## config.mk

```make
export PLATFORM = sky130hd
export DESIGN_NAME = oc1_sweep_ctrl
export DESIGN_NICKNAME = d
export VERILOG_FILES = /design/src/rtl/oc1_sweep_ctrl.sv
export SDC_FILE = /design/constraint.sdc
export NUM_CORES = 1
export LEC_CHECK = 0
export CELL_PAD_IN_SITES_DETAIL_PLACEMENT = 0
export CELL_PAD_IN_SITES_GLOBAL_PLACEMENT = 1
export CORE_UTILIZATION = 42
export CTS_BUF_LIST = sky130_fd_sc_hd__clkbuf_8
export DETAILED_ROUTE_END_ITERATION = 10
export GPL_TIMING_DRIVEN = 0
export PLACE_DENSITY_LB_ADDON = 0.08
export SYNTH_ARGS = -nofsm -noshare
export SYNTH_HDL_FRONTEND = slang
export SYNTH_SLANG_ARGS = --single-unit
export TNS_END_PERCENT = 20
```

## constraint.sdc

```tcl
create_clock -name clk -period 2.7 [get_ports clk]
set_input_delay 0.405 -clock clk [delete_from_list [all_inputs] [get_ports clk]]
set_output_delay 0.405 -clock clk [all_outputs]
set_load 0.005 [all_outputs]
```

## src/rtl/oc1_sweep_ctrl.sv

```systemverilog
// rtl/oc1_sweep_ctrl.sv - exhaustive 8-vector sweep sequencer for a 3-input ones-counter datapath
// Holds each vector for SETTLE_CYCLES clocks, then samples {y1,y0} against the popcount.
module oc1_sweep_ctrl #(
  parameter int unsigned SETTLE_CYCLES = 4
) (
  input  logic       clk,
  input  logic       rst,
  input  logic       start,
  input  logic       y1,
  input  logic       y0,
  output logic       a,
  output logic       b,
  output logic       c,
  output logic [2:0] vec_idx,
  output logic       busy,
  output logic       done,
  output logic [4:0] sum,
  output logic [3:0] err_cnt,
  output logic       pass
);

  typedef enum logic [1:0] {
    IDLE   = 2'd0,
    SETTLE = 2'd1,
    DONE   = 2'd2
  } state_t;

  localparam logic [7:0] LAST_CNT = 8'(SETTLE_CYCLES - 1);

  state_t     state;
  logic [7:0] cnt;
  logic [1:0] sample;
  logic [1:0] expect_cnt;
  logic       mismatch;
  logic [3:0] err_next;

  always_comb begin
    sample     = {y1, y0};
    expect_cnt = {1'b0, vec_idx[2]} + {1'b0, vec_idx[1]} + {1'b0, vec_idx[0]};
    mismatch   = (sample != expect_cnt);
    err_next   = err_cnt + {3'b000, mismatch};
  end

  // The datapath inputs are the vector index bits straight from their flops.
  assign a = vec_idx[2];
  assign b = vec_idx[1];
  assign c = vec_idx[0];

  always_ff @(posedge clk or posedge rst) begin
    if (rst) begin
      state   <= IDLE;
      vec_idx <= 3'd0;
      cnt     <= 8'd0;
      busy    <= 1'b0;
      done    <= 1'b0;
      sum     <= 5'd0;
      err_cnt <= 4'd0;
      pass    <= 1'b0;
    end else begin
      case (state)
        IDLE: begin
          done <= 1'b0;
          if (start) begin
            state   <= SETTLE;
            vec_idx <= 3'd0;
            cnt     <= 8'd0;
            sum     <= 5'd0;
            err_cnt <= 4'd0;
            pass    <= 1'b0;
            busy    <= 1'b1;
          end
        end
        SETTLE: begin
          if (cnt == LAST_CNT) begin
            sum     <= sum + {3'b000, sample};
            err_cnt <= err_next;
            cnt     <= 8'd0;
            if (vec_idx == 3'd7) begin
              // Pass uses the count including this final sample.
              state <= DONE;
              busy  <= 1'b0;
              done  <= 1'b1;
              pass  <= (err_next == 4'd0);
            end else begin
              vec_idx <= vec_idx + 3'd1;
            end
          end else begin
            cnt <= cnt + 8'd1;
          end
        end
        DONE: begin
          done  <= 1'b0;
          state <= IDLE;
        end
        default: begin
          state <= IDLE;
          busy  <= 1'b0;
          done  <= 1'b0;
        end
      endcase
    end
  end

endmodule
```

==> impl_metrics.ini, run 1 <==
[placed_design]
place_ws_ns = 0.434
placement.io_buffers = 22
place_area_mm2 = 0.00167
place_hpwl_mm = 2.33
globalplace.congestion = 0.820

[sta]
period_share = 0.857
setup_tns_ns = 0
slew_headroom = 0.345
hold_ws_ns = 0.481
worst_slack_ns = 0.387
min_period_ns = 2.31
clock.fmax_ghz = 0.432
rsz0062_at_grt = no
worstMarginPinSlew_ns = 0.981
setup-violations-final = 0
slew_violations = 0
hold_viol = 0
skew_ns = 0.00392

[synth]
synth_async_sr_flop_share = 1.00
synth-edff-count = 0
synth_top_area_frac = 0.448
ys_seq_area_frac = 0.448
synth_seq_cells = 25
syn_inst = 142
synth_area_leaders = dfrtp_1, ha_1, nand2_1
syn_nets = 156
synth_area_mm2 = 0.00140
ys.flop_type = dfrtp_1
synth_area_per_cell_um2 = 9.82
yosysUniqueCellTypes = 38
synth.most_common_cell = dfrtp_1
synth_warnings = 0
synthTopCellsByCount = dfrtp_1, nand2_1, nor2_1
yosys.area.top_type = dfrtp_1

[worst_setup_path]
arrival_ns = 2.49
cp_slowest_cell = fa_1
criticalPathCategory = flop to flop
worstPathMaxFanout = 5
crit_top_cell = ha_1
endpoint_kind = flop
required_ns = 2.88
path_cells = inv_1, fa_1, xor2_1, nand2_1, ha_1, ha_1, nor3_1, o2111ai_1, o31ai_1
cpPeakStageDelay_ns = 0.56
worst_setup_path_start_kind = flop

[drt]
final_antenna_net_count = 0
drt_iter0_markers = 52
via_per_inst = 5.22
dr_wl_met3_um = 71
routed.top_layer = met4
vias = 1107
routedWlPerCell_um = 14.8
wl_mm = 3.14
met1Wirelength_mm = 1.45
drc = 0
route.met2.wl_mm = 1.58
dr.pass1.iters = 4

[clock_network]
root_buffer = clkbuf_8
cts.sinks = 25
path_clk_slew_ns = 0.09
post_cts_buffers = 0
h-tree-depth = 1
clock_path_buffers = 2
cts_resized = 0
cts-hold-fix-buffers = 0
cts_tree = yes
worstSkewPairLatency_ns = 0.27
cts_buffers = 3

[power_and_ir_drop]
p_leak_uw = 0.000735
vdd_drop_max_mv = 0.467
cellPowerDensity_mw_per_mm2 = 1010

[layout]
finalInstanceArea_mm2 = 0.00172
drive_gt1_frac = 0.0893
multi_input_area_um2 = 701
area_growth_pct = 23.0
nNetsFinal = 183
fill_cells = 307
diodes = 0
seqCellArea_um2 = 626

[run]
drv_cap = 0

[grt]
grt_max_degree = 26
grt_pass1_vias = 1085
grt_overflow = 0
grt_pass1_wl_mm = 5.11
grt_use_total = 0.200
grt_antenna_before_repair = 0

[die]
rows = 20
fp.dieW_um = 59.6
start_util = 0.450
die_h_um = 59.6
dieArea_mm2 = 0.00356
coreArea_mm2 = 0.00310
ios = 23

[run_status]
run_status = finished clean

[hold_path]
hold_class = flop to flop
[routing by layer]
layer,track usage,vias up
met2,0.355,20
met5,0,-
met4,0.0731,0
li1,-,550
met1,0.246,532
met3,0.0262,5
[per-stage QoR]
step | instances | utilization | total power, µW
global placement | 208 | 0.538 | 1490
detailed placement | 208 | 0.538 | 1510
CTS | 212 | 0.553 | 1750
finish | 212 | 0.553 | 1730
global route | 212 | 0.553 | 1870
floorplan | 142 | - | 1150
[sequential cells by signal (all words and copies together), names as in the netlist]
signal   flops
state        2
vec_idx      3
pass         1
done         1
cnt          8
busy         1
err_cnt      4
sum          5
[where the power goes]
group | switching (µW) | internal [µW] | leakage, µW | total, µW
Clock | 122 | 103 | 0.0000255 | 225
Sequential | 145 | 510 | 0.000316 | 655
Combinational | 366 | 480 | 0.000394 | 847
Total | 633 | 1090 | 0.000735 | 1730
[cell usage in the layout (no fill, tap or decap), types with 2 or more instances in the layout]
cell	instances
clkbuf_8	3
a21o_1	2
a22o_1	3
o21ai_0	8
inv_1	6
clkbuf_1	3
xor2_1	5
ha_1	7
o21ai_1	7
nor2_1	11
dfrtp_1	25
or3_1	3
nand3_1	4
a21oi_1	6
buf_4	4
o31ai_1	2
nor3_1	3
nor2b_1	4
fa_1	2
nand2_1	13
xnor2_1	3
clkdlybuf4s50_1	22
nand4_1	3
a32o_1	2
[path summary, 6_finish.rpt]
kind / start / end / slack (ns) / cells past startpoint
max in group asynchronous: rst / vec_idx[2] / 1.44 / 2
worst max-delay path: vec_idx[2] / pass / 0.39 / 9
worst min-delay path: done / done / 0.48 / 1
worst max register to register: vec_idx[2] / pass / 0.39 / 9
worst min register to register: done / done / 0.48 / 1
min in group asynchronous: rst / done / 0.66 / 2
[area by class of cell]
class                      count  share of cell area
clock buffer                   3              0.0241
buffer                         8              0.0270
sequential                    25               0.364
multi-input combinational    103               0.408
tap                           44              0.0321
inverter                       6              0.0131
clock inverter                 1             0.00292
timing repair buffer          22               0.128
[worst max-delay path, delay by kind of cell, from the launching register on]
family	cells	cell delay, ns
fa+ha+maj	3	1.07
buf+inv	1	0.08
flops	1	0.41
compound gates	2	0.24
simple gates	2	0.29
xor+xnor	1	0.14
[logic make-up (layout without fill, tap and decap cells)]
family                   Yosys count  in the layout  share of synthesized area
AND/OR/NAND/NOR                   48             48                      0.180
AO/OA/AOI/OAI                     37             37                      0.172
flip-flops                        25             25                      0.448
buffers and inverters             14             40                     0.0493
adder cells (fa/ha/maj)            9              9                     0.0915
XOR/XNOR                           8              8                     0.0502
multiplexers                       1              1                    0.00807
No activity file was read; power rests on OpenSTA's default activity.
==> inputs of run 2 (changes only) <==
GPL_TIMING_DRIVEN = default   (was 0)
==> run 2 against run 1 <==
Effect of this change: fmax up 2.0%; final cell count down 1.4%; setup slack improved by 0.046 ns; final area down 0.51%; global-route usage fell by 0.95 points; largest power group unchanged; highest routed layer unchanged; wire length decreased by 4.8%; total power decreased by 2.1%; critical path type unchanged; utilization decreased by 0.28 points; clock skew up 0.0039 ns; flip-flop and latch count is the same.
==> impl_metrics.ini, run 2 (synthesized netlist as in run 1, its figures left out) <==
[worst_setup_path]
arrival_ns = 2.44
criticalPathCategory = flop to flop
timing.reg2reg.setup_slack_ns = 0.43
required_ns = 2.88
worst_setup_path_start_kind = flop
endpoint_kind = flop
worstPathMaxFanout = 5

[grt]
grt_antenna_before_repair = 0
grt_pass1_wl_mm = 4.77
grt_max_degree = 26
grt_overflow = 0
grt_pass1_vias = 997
grt_use_total = 0.190

[clock_network]
cts_buffers = 3
h-tree-depth = 1
root_buffer = clkbuf_8
cts.sinks = 25
clock_path_buffers = 2
cts_tree = yes
cts-hold-fix-buffers = 0
post_cts_buffers = 0
worstSkewPairLatency_ns = 0.27
cts_resized = 0
path_clk_slew_ns = 0.09

[placed_design]
placement.io_buffers = 22
globalplace.congestion = 0.800
place_hpwl_mm = 2.27

[die]
coreArea_mm2 = 0.00310
rows = 20
ios = 23
dieArea_mm2 = 0.00356
start_util = 0.450
fp.dieW_um = 59.6
die_h_um = 59.6

[layout]
nNetsFinal = 180
layout_common_cells = dfrtp_1, clkdlybuf4s50_1, nand2_1
area_growth_pct = 22.4
drive_gt1_frac = 0.0909
diodes = 0
final_common_cell = dfrtp_1
largest_reg_flops = 8
reg_top3 = cnt (8), sum (5), err_cnt (4)
fill_cells = 319
max_flop_register = cnt

[drt]
dr.pass1.iters = 4
vias = 1116
wl_mm = 2.98
final_antenna_net_count = 0
routedWlPerCell_um = 14.3
drt_iter0_markers = 58
via_per_inst = 5.34
drc = 0

[sta]
skew_ns = 0.00785
hold_viol = 0
clock.fmax_ghz = 0.441
slew_violations = 0
setup-violations-final = 0
min_period_ns = 2.27
worstMarginPinSlew_ns = 0.520
setup_tns_ns = 0
rsz0062_at_grt = no
slew_headroom = 0.652
period_share = 0.840

[run_status]
run_status = finished clean

[power_and_ir_drop]
p_leak_uw = 0.000734
vdd_drop_max_mv = 0.423
fin_total_pwr_uw = 1690
cellPowerDensity_mw_per_mm2 = 990

[hold_path]
hold_class = primary input to asynchronous set/reset pin

[run]
drv_cap = 0
[run 2: worst max-delay path, stage by stage (launching register included)]
cell	delay (ns)
dfrtp_1	0.41
inv_1	0.08
fa_1	0.56
xor2_1	0.14
nand2_1	0.08
ha_1	0.20
ha_1	0.29
nor3_1	0.20
o2111ai_1	0.14
o31ai_1	0.09
[run 2: report_power, final]
group          switching, µW  internal [µW]  total, µW
sequential               144            511        655
clock                    117            103        221
combinational            356            460        816
[run 2: through the flow]
step | utilization | area [µm²] | setup WS (ns) | std cells | hold WS (ns)
CTS | 0.550 | 1710 | 0.412 | 209 | 0.494
global route | 0.550 | 1710 | 0.278 | 209 | 0.504
floorplan | - | 1400 | 0.578 | 142 | 0.432
global placement | 0.535 | 1660 | 0.497 | 205 | 0.460
detailed placement | 0.535 | 1660 | 0.465 | 205 | 0.474
finish | 0.550 | 1710 | 0.433 | 209 | 0.484
[run 2: cell type report]
type / count / area [µm²] / area share
inverter: 6 / 22.5 / 0.0132
sequential: 25 / 626 / 0.366
clock inverter: 1 / 5.00 / 0.00293
multi-input combinational: 103 / 701 / 0.410
tap: 44 / 55.1 / 0.0322
clock buffer: 3 / 41.3 / 0.0242
timing repair buffer: 27 / 258 / 0.151
[run 2: per-layer routing]
layer,global-route usage,share of wire
met5,0,0
met4,0.0797,0.0097
met3,0.0393,0.022
met2,0.313,0.51
met1,0.242,0.46
[run 2: final timing paths]
kind                       startpoint          to  depth (start not counted)
setup / recovery           vec_idx[2]        pass                          9
hold / removal                    rst  vec_idx[2]                          3
setup reg to reg           vec_idx[2]        pass                          9
hold reg to reg                  done        done                          1
max in group asynchronous         rst  err_cnt[2]                          3
min in group clk                 done        done                          1
==> inputs of run 3 (changes only) <==
CORE_UTILIZATION = 38   (was 42)
clock period = 1.8 ns   (was 2.7 ns; I/O delays follow)
==> run 3 against run 2 <==
Effect of this change: the run now ends with setup timing left; critical path depth did not move; worst hold slack worse by 0.13 ns; clock power increased by 57%; register-to-register slack got worse by 0.78 ns; global-route usage increased by 0.71 points; total power increased by 80%; first-iteration DRC count is 5.2% higher; critical path type unchanged; largest cell class unchanged.
==> impl_metrics.ini, run 3 (synthesized netlist as in run 1, its figures left out) <==
[sta]
clock.fmax_ghz = 0.465
slew_violations = 0
period_share = 1.19
worstMarginPinSlew_ns = 0.383
slew_headroom = 0.744
min_period_ns = 2.15
worst_slack_ns = -0.350
setup-violations-final = 6
hold_viol = 0
rsz0062_at_grt = yes
skew_ns = 0.00544

[clock_network]
h-tree-depth = 1
cts_buffers = 3
cts.sinks = 25
cts-hold-fix-buffers = 0
path_clk_slew_ns = 0.09
worstSkewPairLatency_ns = 0.27
cts_tree = yes
clock_path_buffers = 2
root_buffer = clkbuf_8
post_cts_buffers = 0

[worst_setup_path]
arrival_ns = 2.33
cp_slowest_cell = fa_1
path_depth = 9
path_buf_inv = 1
cp_top_family = adder cells
worstPathMaxFanout = 2
criticalPathCategory = flop to flop
required_ns = 1.98
worst_setup_path_start_kind = flop
endpoint_kind = flop
cpPeakStageDelay_ns = 0.55
rr_worst_depth = 9
crit_top_cell = ha_4
path_cells = inv_2, fa_1, xor2_1, nand2_1, ha_4, ha_4, nor3_4, o2111ai_2, o31ai_2

[power_and_ir_drop]
netSwitchingPower_uw = 1130
switching_share = 0.370
fin_total_pwr_uw = 3040
p_comb_frac = 0.575
p_int_uw = 1910
p_seq_frac = 0.311
vdd_drop_max_mv = 1.15
pwr-share-clk = 0.114
cellPowerDensity_mw_per_mm2 = 1540
p_leak_uw = 0.000853

[layout]
finalInstanceArea_mm2 = 0.00197
drive_gt1_frac = 0.285
area_growth_pct = 41.3
nNetsFinal = 201
final_common_cell = dfrtp_1
max_flop_register = cnt
diodes = 0
layout_common_cells = dfrtp_1, buf_4, clkdlybuf4s50_1
largest_reg_flops = 8
reg_top3 = cnt (8), sum (5), err_cnt (4)
fill_cells = 298
postLayoutCoreUtil = 0.577

[drt]
drc = 0
routedWlPerCell_um = 15.3
final_antenna_net_count = 0
vias = 1259
via_per_inst = 5.43
wl_mm = 3.55
drt_iter0_markers = 61
dr.pass1.iters = 4

[grt]
grt_pass1_wl_mm = 6.15
grt_max_degree = 26
grt_antenna_before_repair = 0
grt_overflow = 0
grt_pass1_vias = 1276
grt_use_total = 0.197

[die]
ios = 23
die_h_um = 62.6
start_util = 0.408
coreArea_mm2 = 0.00342
rows = 21
fp.dieW_um = 62.6
dieArea_mm2 = 0.00392

[placed_design]
placement.io_buffers = 22
place_hpwl_mm = 2.61
place_area_mm2 = 0.00184
globalplace.congestion = 0.812

[run]
drv_cap = 0

[run_status]
run_status = complete, but fails checks
violations = setup timing

[hold_path]
hold_class = primary input to asynchronous set/reset pin
[run 3: path summary, 6_finish.rpt]
path,from,to,slack (ns)
max,vec_idx[1],pass,-0.35
min,rst,err_cnt[0],0.35
max reg2reg,vec_idx[1],pass,-0.35
min reg2reg,done,done,0.48
max in group asynchronous,rst,sum[4],1.20
min in group clk,done,done,0.48
[run 3: final cells by class]
type                       count  area (µm²)  share of cell area
tap                           46        57.6              0.0292
multi-input combinational    103         797               0.404
clock inverter                 1        5.00             0.00254
sequential                    25         626               0.317
timing repair buffer          48         423               0.214
inverter                       6        22.5              0.0114
clock buffer                   3        41.3              0.0209
[run 3: power groups by stage]
stage | logic (µW) | registers (µW) | clock network [µW]
after detailed placement | 1550 | 939 | 0
final | 1750 | 944 | 347
after global placement | 1520 | 929 | 0
after CTS | 1640 | 940 | 351
after floorplan | 819 | 969 | 0
after global routing | 1940 | 977 | 371
[run 3: stage by stage]
step | setup TNS (ns) | std cells | setup WS [ns] | hold slack [ns]
after floorplan | -0.597 | 142 | -0.229 | 0.297
after global placement | -1.15 | 228 | -0.226 | 0.464
after detailed placement | -1.41 | 228 | -0.297 | 0.471
after CTS | -0.986 | 232 | -0.339 | 0.372
after global routing | -1.97 | 232 | -0.472 | 0.400
final | -0.969 | 232 | -0.350 | 0.352
[run 3: routing by layer]
layer  GRT usage  vias to the layer above  part of all wire  routed length (µm)
met2       0.323                       32              0.50                1760
li1            -                      586                 -                   -
met4      0.0523                        0             0.011                  38
met1       0.276                      637              0.47                1660
met3      0.0219                        4             0.025                  87
met5           0                        -                 0                   0
[run 3: what timing repair did]
action,CTS,global route
setup endpoints to repair,17,20
gates resized for setup,13,10
pin swaps,9,4
[run 3: worst register-to-register path, stage by stage (launching register included)]
cell,delay (ns)
dfrtp_1,0.37
inv_2,0.05
fa_1,0.55
xor2_1,0.16
nand2_1,0.12
ha_4,0.19
ha_4,0.25
nor3_4,0.17
o2111ai_2,0.12
o31ai_2,0.09
